## src/rtl/icb_reg_target_pkg.sv

```systemverilog
// rtl/icb_reg_target_pkg.sv - shared widths and FSM state type for the ICB register target
package icb_reg_target_pkg;

    localparam int ICB_AW = 32;
    localparam int ICB_DW = 32;
    localparam int ICB_MW = ICB_DW / 8;
    localparam int LAT_CW = 4;

    typedef enum logic [1:0] {
        ST_IDLE = 2'd0,
        ST_WAIT = 2'd1,
        ST_RSP  = 2'd2
    } state_e;

endpackage

```

## src/rtl/icb_reg_bank.sv

```systemverilog
// rtl/icb_reg_bank.sv - register storage with byte-masked write and indexed read mux
module icb_reg_bank
    import icb_reg_target_pkg::*;
#(
    parameter int NUM_REGS = 16,
    localparam int IDX_W   = $clog2(NUM_REGS)
) (
    input  logic                       clk,
    input  logic                       rst_n,
    input  logic                       wr_en_i,
    input  logic [IDX_W-1:0]           idx_i,
    input  logic [ICB_DW-1:0]          wdata_i,
    input  logic [ICB_MW-1:0]          wmask_i,
    output logic [ICB_DW-1:0]          rdata_o,
    output logic [NUM_REGS*ICB_DW-1:0] regs_o
);

    logic [ICB_DW-1:0] regs_q [NUM_REGS];

    always_ff @(posedge clk or negedge rst_n) begin
        if (!rst_n) begin
            for (int k = 0; k < NUM_REGS; k++) begin
                regs_q[k] <= '0;
            end
        end else if (wr_en_i) begin
            for (int b = 0; b < ICB_MW; b++) begin
                if (wmask_i[b]) begin
                    regs_q[idx_i][8*b +: 8] <= wdata_i[8*b +: 8];
                end
            end
        end
    end

    assign rdata_o = regs_q[idx_i];

    for (genvar k = 0; k < NUM_REGS; k++) begin : g_flat
        assign regs_o[k*ICB_DW +: ICB_DW] = regs_q[k];
    end

endmodule

```

## src/rtl/icb_reg_target.sv

```systemverilog
// rtl/icb_reg_target.sv - ICB register target: command decode, latency FSM and response register
module icb_reg_target
    import icb_reg_target_pkg::*;
#(
    parameter logic [ICB_AW-1:0] BASE_ADDR = 32'h1000_0000,
    parameter int                NUM_REGS  = 16,
    parameter int                RSP_LAT   = 1
) (
    input  logic                       clk,
    input  logic                       rst_n,
    input  logic                       icb_cmd_valid,
    output logic                       icb_cmd_ready,
    input  logic [ICB_AW-1:0]          icb_cmd_addr,
    input  logic                       icb_cmd_read,
    input  logic [ICB_DW-1:0]          icb_cmd_wdata,
    input  logic [ICB_MW-1:0]          icb_cmd_wmask,
    output logic                       icb_rsp_valid,
    input  logic                       icb_rsp_ready,
    output logic                       icb_rsp_err,
    output logic [ICB_DW-1:0]          icb_rsp_rdata,
    output logic [NUM_REGS*ICB_DW-1:0] regs_o
);

    localparam int                IDX_W    = $clog2(NUM_REGS);
    localparam logic [ICB_AW-1:0] SPAN     = ICB_AW'(4 * NUM_REGS);
    localparam logic [LAT_CW-1:0] LAT_LOAD = LAT_CW'(RSP_LAT - 1);

    state_e              state_q, state_d;
    logic [LAT_CW-1:0]   cnt_q, cnt_d;
    logic                rsp_err_q, rsp_err_d;
    logic [ICB_DW-1:0]   rsp_rdata_q, rsp_rdata_d;

    logic [ICB_AW-1:0]   offset;
    logic                addr_hit;
    logic                cmd_hs;
    logic                rsp_hs;
    logic                wr_en;
    logic [ICB_DW-1:0]   bank_rdata;

    // Unsigned offset: addresses below BASE_ADDR wrap to huge values and miss.
    assign offset   = icb_cmd_addr - BASE_ADDR;
    assign addr_hit = (offset < SPAN) && (icb_cmd_addr[1:0] == 2'b00);

    assign icb_cmd_ready = (state_q == ST_IDLE);
    assign icb_rsp_valid = (state_q == ST_RSP);
    assign icb_rsp_err   = rsp_err_q;
    assign icb_rsp_rdata = rsp_rdata_q;

    assign cmd_hs = icb_cmd_valid & icb_cmd_ready;
    assign rsp_hs = icb_rsp_valid & icb_rsp_ready;
    assign wr_en  = cmd_hs & ~icb_cmd_read & addr_hit;

    icb_reg_bank #(
        .NUM_REGS (NUM_REGS)
    ) u_bank (
        .clk     (clk),
        .rst_n   (rst_n),
        .wr_en_i (wr_en),
        .idx_i   (offset[IDX_W+1:2]),
        .wdata_i (icb_cmd_wdata),
        .wmask_i (icb_cmd_wmask),
        .rdata_o (bank_rdata),
        .regs_o  (regs_o)
    );

    always_comb begin
        state_d     = state_q;
        cnt_d       = cnt_q;
        rsp_err_d   = rsp_err_q;
        rsp_rdata_d = rsp_rdata_q;
        case (state_q)
            ST_IDLE: begin
                if (cmd_hs) begin
                    rsp_err_d   = ~addr_hit;
                    rsp_rdata_d = (icb_cmd_read && addr_hit) ? bank_rdata : '0;
                    if (RSP_LAT == 1) begin
                        state_d = ST_RSP;
                    end else begin
                        state_d = ST_WAIT;
                        cnt_d   = LAT_LOAD;
                    end
                end
            end
            ST_WAIT: begin
                cnt_d = cnt_q - LAT_CW'(1);
                if (cnt_q == LAT_CW'(1)) begin
                    state_d = ST_RSP;
                end
            end
            ST_RSP: begin
                if (rsp_hs) begin
                    state_d = ST_IDLE;
                end
            end
            default: state_d = ST_IDLE;
        endcase
    end

    always_ff @(posedge clk or negedge rst_n) begin
        if (!rst_n) begin
            state_q     <= ST_IDLE;
            cnt_q       <= '0;
            rsp_err_q   <= 1'b0;
            rsp_rdata_q <= '0;
        end else begin
            state_q     <= state_d;
            cnt_q       <= cnt_d;
            rsp_err_q   <= rsp_err_d;
            rsp_rdata_q <= rsp_rdata_d;
        end
    end

endmodule

```

## config.mk

```make
export PLATFORM = sky130hd
export DESIGN_NAME = icb_reg_target
export DESIGN_NICKNAME = d
export VERILOG_FILES = /design/src/rtl/icb_reg_target_pkg.sv /design/src/rtl/icb_reg_bank.sv /design/src/rtl/icb_reg_target.sv
export SDC_FILE = /design/constraint.sdc
export NUM_CORES = 1
export LEC_CHECK = 0
export BUFFER_PORTS_ARGS = -buffer_cell sky130_fd_sc_hd__buf_2
export CORE_ASPECT_RATIO = 1.4
export CORE_UTILIZATION = 38
export CTS_BUF_LIST = sky130_fd_sc_hd__clkbuf_4
export CTS_CLUSTER_SIZE = 12
export DETAILED_ROUTE_END_ITERATION = 8
export SYNTH_ARGS = -nofsm -noshare
export SYNTH_HDL_FRONTEND = slang
export SYNTH_HIERARCHICAL = 1
export SYNTH_SLANG_ARGS = --single-unit
```

## constraint.sdc

```tcl
create_clock -name clk -period 3.4 [get_ports clk]
set_input_delay 0.51 -clock clk [delete_from_list [all_inputs] [get_ports clk]]
set_output_delay 0.51 -clock clk [all_outputs]
set_load 0.005 [all_outputs]
```

======== Word level (Yosys, flattened, before mapping) ========
Index checks and enable logic that the tools add are counted.
word-level totals
  register bits ........................... 551
  bits of input ports ..................... 73
  output and inout bits ................... 547
cells by class
  $add $sub $neg .......................... 2
  order comparisons ....................... 3
  equality and inequality tests ........... 6
  multiplexer cells ....................... 27
  bitwise logic cells ..................... 7
  reduce and logical (&&, ||, !) cells .... 7
operator list
  cell                    number
  $mux 512                7
  $bwmux 512              4
  $demux 32 s4            4
  $bmux 32 s4             1
  $mux 32                 4
  $lt 32x7->1 const B     1
  $sub 32x29->32 const B  1
  $mux 24                 1
  $mux 16                 1
  $mux 8                  1
  $mux 2                  3
  $pmux 2 s3              1
  $ge 5x5->1 const B      1
  $lt 5x1->1 const B      1
  $not 4->5               1
  $and 1x1->1             4
  $eq 4x1->1 const B      1
  $logic_not 2->1         2
  $ne 2x1->1 const B      2
  $sub 4x1->4 const B     1
  $logic_and 1x1->1       3
  $reduce_and 3->1        1
  $eq 2x1->1 const B      1
  $eq 2x2->1 const B      1
  3 further kinds         4

======== Depth between registers and ports, before layout ========
  word-level depth ........................ 17
  gate-level depth with buffers ........... 9

======== Hierarchy ========
The synthesis kept the hierarchy.
modules (own cells, without submodules)
  module          instances  cells an instance  area an instance (µm²)
  icb_reg_bank    1          1433               24243.3
  icb_reg_target  1          167                1824.2

======== Worst setup path after synthesis ========
Ideal clock, no wire load.
  kind .................................... input to register
  start ................................... input port icb_cmd_addr[19]
  end ..................................... register u_bank.regs_q, in the netlist u_bank/regs_o[64]
  setup time .............................. 0.125 ns
  data arrival time ....................... 3.019 ns
  required time ........................... 3.275 ns
  slack ................................... 0.256 ns
  stages on the path ...................... 8
  buffers on the path ..................... 2
  path through ............................ nor4_1 nand2_1 buf_2 nor4_1 buf_8 nand4b_4 nor2_8 mux2_4
between the ends
  cells in the longest elaborated chain, start to end .. 4
RTL lines
  what                           line                  RTL
  start, declared                icb_reg_target.sv:13  input logic [ICB_AW-1:0] icb_cmd_addr,
  $sub 32x29->32                 icb_reg_target.sv:41  assign offset = icb_cmd_addr - BASE_ADDR;
  $lt 32x7->1                    icb_reg_target.sv:42  assign addr_hit = (offset < SPAN) && (icb_cmd_addr[1:0] == 2'b00);
  $logic_and 1x1->1              icb_reg_target.sv:42
  $and 1x1->1                    icb_reg_target.sv:51  assign wr_en = cmd_hs & ~icb_cmd_read & addr_hit;
  named net wr_en                icb_reg_target.sv:37  logic wr_en;
  end signal, assigned by index  icb_reg_bank.sv:28    regs_q[idx_i][8*b +: 8] <= wdata_i[8*b +: 8];
  end, declared                  icb_reg_bank.sv:18    logic [ICB_DW-1:0] regs_q [NUM_REGS];
The timed path passes the listed nets, and every way through them passes these cells.
A chain may end at the register's enable or synchronous reset.

======== Worst setup path after layout ========
  start ................................... input port icb_cmd_addr[30]
  end ..................................... register u_bank.regs_q, in the netlist u_bank/regs_o[396]
Same word-level chain as after synthesis.

==> impl_metrics.toml <==
[synthesis]
synth_area_per_cell_um2 = 16.29
yosysWarningCount = 6
syn_nets = 1673
ys_seq_elements = 546
netlist_instances = 1600
netlist_top_cells_area = "dfrtp_1 (52%), mux2_2 (17%), mux4_2 (11%)"
synth_top_area_share_pct = 52.41
ys_types = 47
yosysTopAreaCell = "dfrtp_1"
syn_area_um2 = 26070
seq_area_frac_synth_pct = 52.41

[cts]
clockRootBuffer = "clkbuf_4"
cts_sinks = 546
cts-htree-levels = 4
cts_tree = "built"
cts_buffer_depth = 3
clkTransAtPathRegs_ns = 0.06
clkLatencyLatePin_ns = 1.01
cts.repair.resized = 0
cts_buffers = 145

[floorplan]
ios = 620
dieArea_um2 = 69660
fp-row-count = 113
die-width_um = 223.4
core_area_um2 = 67870
start_util_pct = 38.41
die_h_um = 311.9

[routing]
drt_wl_total_um = 93910
via_per_inst = 5.583
drt_iter0_drc = 1117
dr.pass1.iters = 5
wl_per_cell_um = 28.35
remaining_drc_errors = 0
vias = 18500
ant_nets = 0

[global_route]
grtUsageTotal_pct = 27.04
first_global_vias = 19460
antenna_found_initial = 6
grt_overflow = 0
grt_first_pass_wirelength_um = 136700
grt_max_degree = 79

[worst_hold_path]
worstHoldPathType = "primary input to flip-flop"

[power]
vdd.ir_drop.worst_mv = 0.2419
p_int_w = 0.009577
p_leak_nw = 18.04
seqPwrFrac_pct = 50.4
switchingPower_w = 0.003310
power.total_w = 0.01289
swShare_pct = 25.68
power_density_nw_per_um2 = 396.2
power_frac_clock_pct = 43.9
combPwrFrac_pct = 5.6

[critical_path]
r2r_setup_slack_ns = 0.89
crit_path_top_delay_cell = "dlygate4sd3_1"
endpoint_kind = "flip-flop"
critPathKind = "primary input to flip-flop"
path_buf_inv = 5
cp_data_required_time_ns = 4.26
setup.worst_path.start_class = "primary input"
cp_cell_sequence = "dlygate4sd3_1 -> buf_2 -> nor4_4 -> dlygate4sd3_1 -> nand2_1 -> nor4_2 -> buf_12 -> nor4bb_1 -> buf_4 -> nand2_2 -> mux2_2"
timing.critical_path.mode_cell = "dlygate4sd3_1"
cpPeakStageDelay_ns = 0.62
cp.arrival_ns = 3.87
crit_fanout = 16
cp_top_family = "buffers and inverters"

[timing]
timing_hold_violations_final = 0
rsz0062_at_grt = "no"
period_needed_ns = 3.007
setup_viol = 0
worstMarginPinSlew_ns = 0.9870
timing.final.crit_share_pct = 88.45
max_freq_mhz = 332.5
setup_tns_ns = 0
slew_headroom_pct = 34.20
slew_violations = 0
fin_skew_ns = 0.04487

[flow_run]
cap_violations = 0

[place]
dp_hpwl_um = 65840
routabilityCongestion = 0.8781
io_buffers = 619

[final_layout]
drive_gt1_share_pct = 66.73
area_delta_synth_final_pct = 24.76
layout.nets = 2431
fillCellCount = 6073

[status]
status = "finished, final reports clean"
-- flip-flops by register name, summed over array words and instances (netlist names) --
register       cells
icb_rsp_err        1
icb_rsp_rdata     32
state_q            1
u_bank/regs_o    512
-- logic make-up (layout without fill, tap and decap cells) --
| logic type | count (synthesis) | in the layout | share of synthesized area, % |
|---|---|---|---|
| AOI/OAI and AO/OA | 98 | 98 | 3.398 |
| buffers and inverters | 115 | 962 | 2.486 |
| DFF | 546 | 546 | 52.41 |
| muxes | 640 | 640 | 34.44 |
| other | 0 | 4 | 0 |
| and+or+nand+nor | 201 | 201 | 7.257 |
-- timing repair --
action,4_1_cts,5_1_grt
endpoints found under the hold margin,829,0
endpoints found under the setup margin,0,0
setup buffers,0,0
hold buffers,39,0
-- cell usage in the layout (no fill, tap or decap), types with 7 or more instances in the layout --
master,synthesis,layout
buf_12,1,18
mux2_4,88,88
clkinv_2,0,7
dfrtp_1,546,546
nor2_2,9,9
mux2_1,37,37
o31ai_2,30,30
clkbuf_4,1,209
buf_2,27,616
dlygate4sd3_1,0,39
mux2_2,387,387
nor2_8,36,36
nand2_2,8,9
mux4_2,128,128
clkinv_1,0,10
buf_4,8,49
nand4_1,33,33
a22oi_1,64,64
nand2_1,68,67
-- synthesized netlist by cell type (all sizes together) --
master    n
dfrtp   546
or2       1
nand4    37
nand2b    8
and4bb    3
clkbuf   54
nor2b     4
mux4    128
nor4      7
and2      1
o21ai     1
mux2    512
nand3b    1
or3       1
nor4bb    1
nor4b     1
nand2    81
nand4b    8
o31ai    32
o32a      1
nor2     47
buf      60
a22oi    64
inv       1
-- layer usage --
| layer | part of all wire [%] | vias up | track usage [%] |
|---|---|---|---|
| met5 | 0.037 | - | 0 |
| met4 | 3.8 | 6 | 12.11 |
| met3 | 6.8 | 205 | 7.467 |
| met2 | 51 | 800 | 45.13 |
| met1 | 39 | 9803 | 32.53 |
| li1 | - | 7682 | - |
-- through the flow --
stage               utilization, %  std cells  setup WS, ns  hold slack, ns  cell area [um2]
floorplan                        -       1600        0.2562          0.2144            26070
CTS                          47.91       3309        0.5126         0.05986            32510
finish                       47.92       3313        0.3928          0.1816            32520
global placement             44.80       3034        0.2885          0.4660            30400
global route                 47.92       3312        0.4234          0.1157            32520
detailed placement           44.80       3034        0.2752          0.4626            30400
-- worst reg2reg max path, delay by kind of cell, from the launching register on --
| family | cells | cell delay (ns) |
|---|---|---|
| and+or+nand+nor | 5 | 1.14 |
| muxes | 1 | 0.36 |
| buffers and inverters | 2 | 0.46 |
| DFF | 1 | 0.43 |
-- layout make-up --
| cell class | count | area (um2) | share of cell area (%) |
|---|---|---|---|
| Antenna cell | 4 | 10.01 | 0.03078 |
| Tap cell | 862 | 1079 | 3.316 |
| Timing Repair Buffer | 725 | 4243 | 13.05 |
| Clock buffer | 209 | 1569 | 4.824 |
| Inverter | 1 | 3.754 | 0.01154 |
| Clock inverter | 27 | 150.1 | 0.4617 |
| Sequential cell | 546 | 13660 | 42.01 |
| Multi-Input combinational cell | 939 | 11810 | 36.30 |
-- power groups by stage --
stage	registers (W)	clock network, W	logic, W
CTS	0.00650	0.00587	0.000742
finish	0.00650	0.00566	0.000727
detailed placement	0.00662	0	0.000706
global route	0.00649	0.00619	0.000785
global placement	0.00662	0	0.000697
floorplan	0.00662	0	0.000305
-- final timing paths --
kind                                  start            endpoint  depth (start not counted)
max                        icb_cmd_addr[30]  u_bank/regs_o[396]                         11
min                        icb_cmd_addr[21]   icb_rsp_rdata[22]                          5
max reg2reg                      state_q[1]  u_bank/regs_o[396]                          8
min reg2reg                icb_rsp_rdata[1]    icb_rsp_rdata[1]                          2
max in group asynchronous             rst_n  u_bank/regs_o[256]                          4
min in group asynchronous             rst_n  u_bank/regs_o[352]                          3
Note: power is estimated with default switching activity, not from simulation.
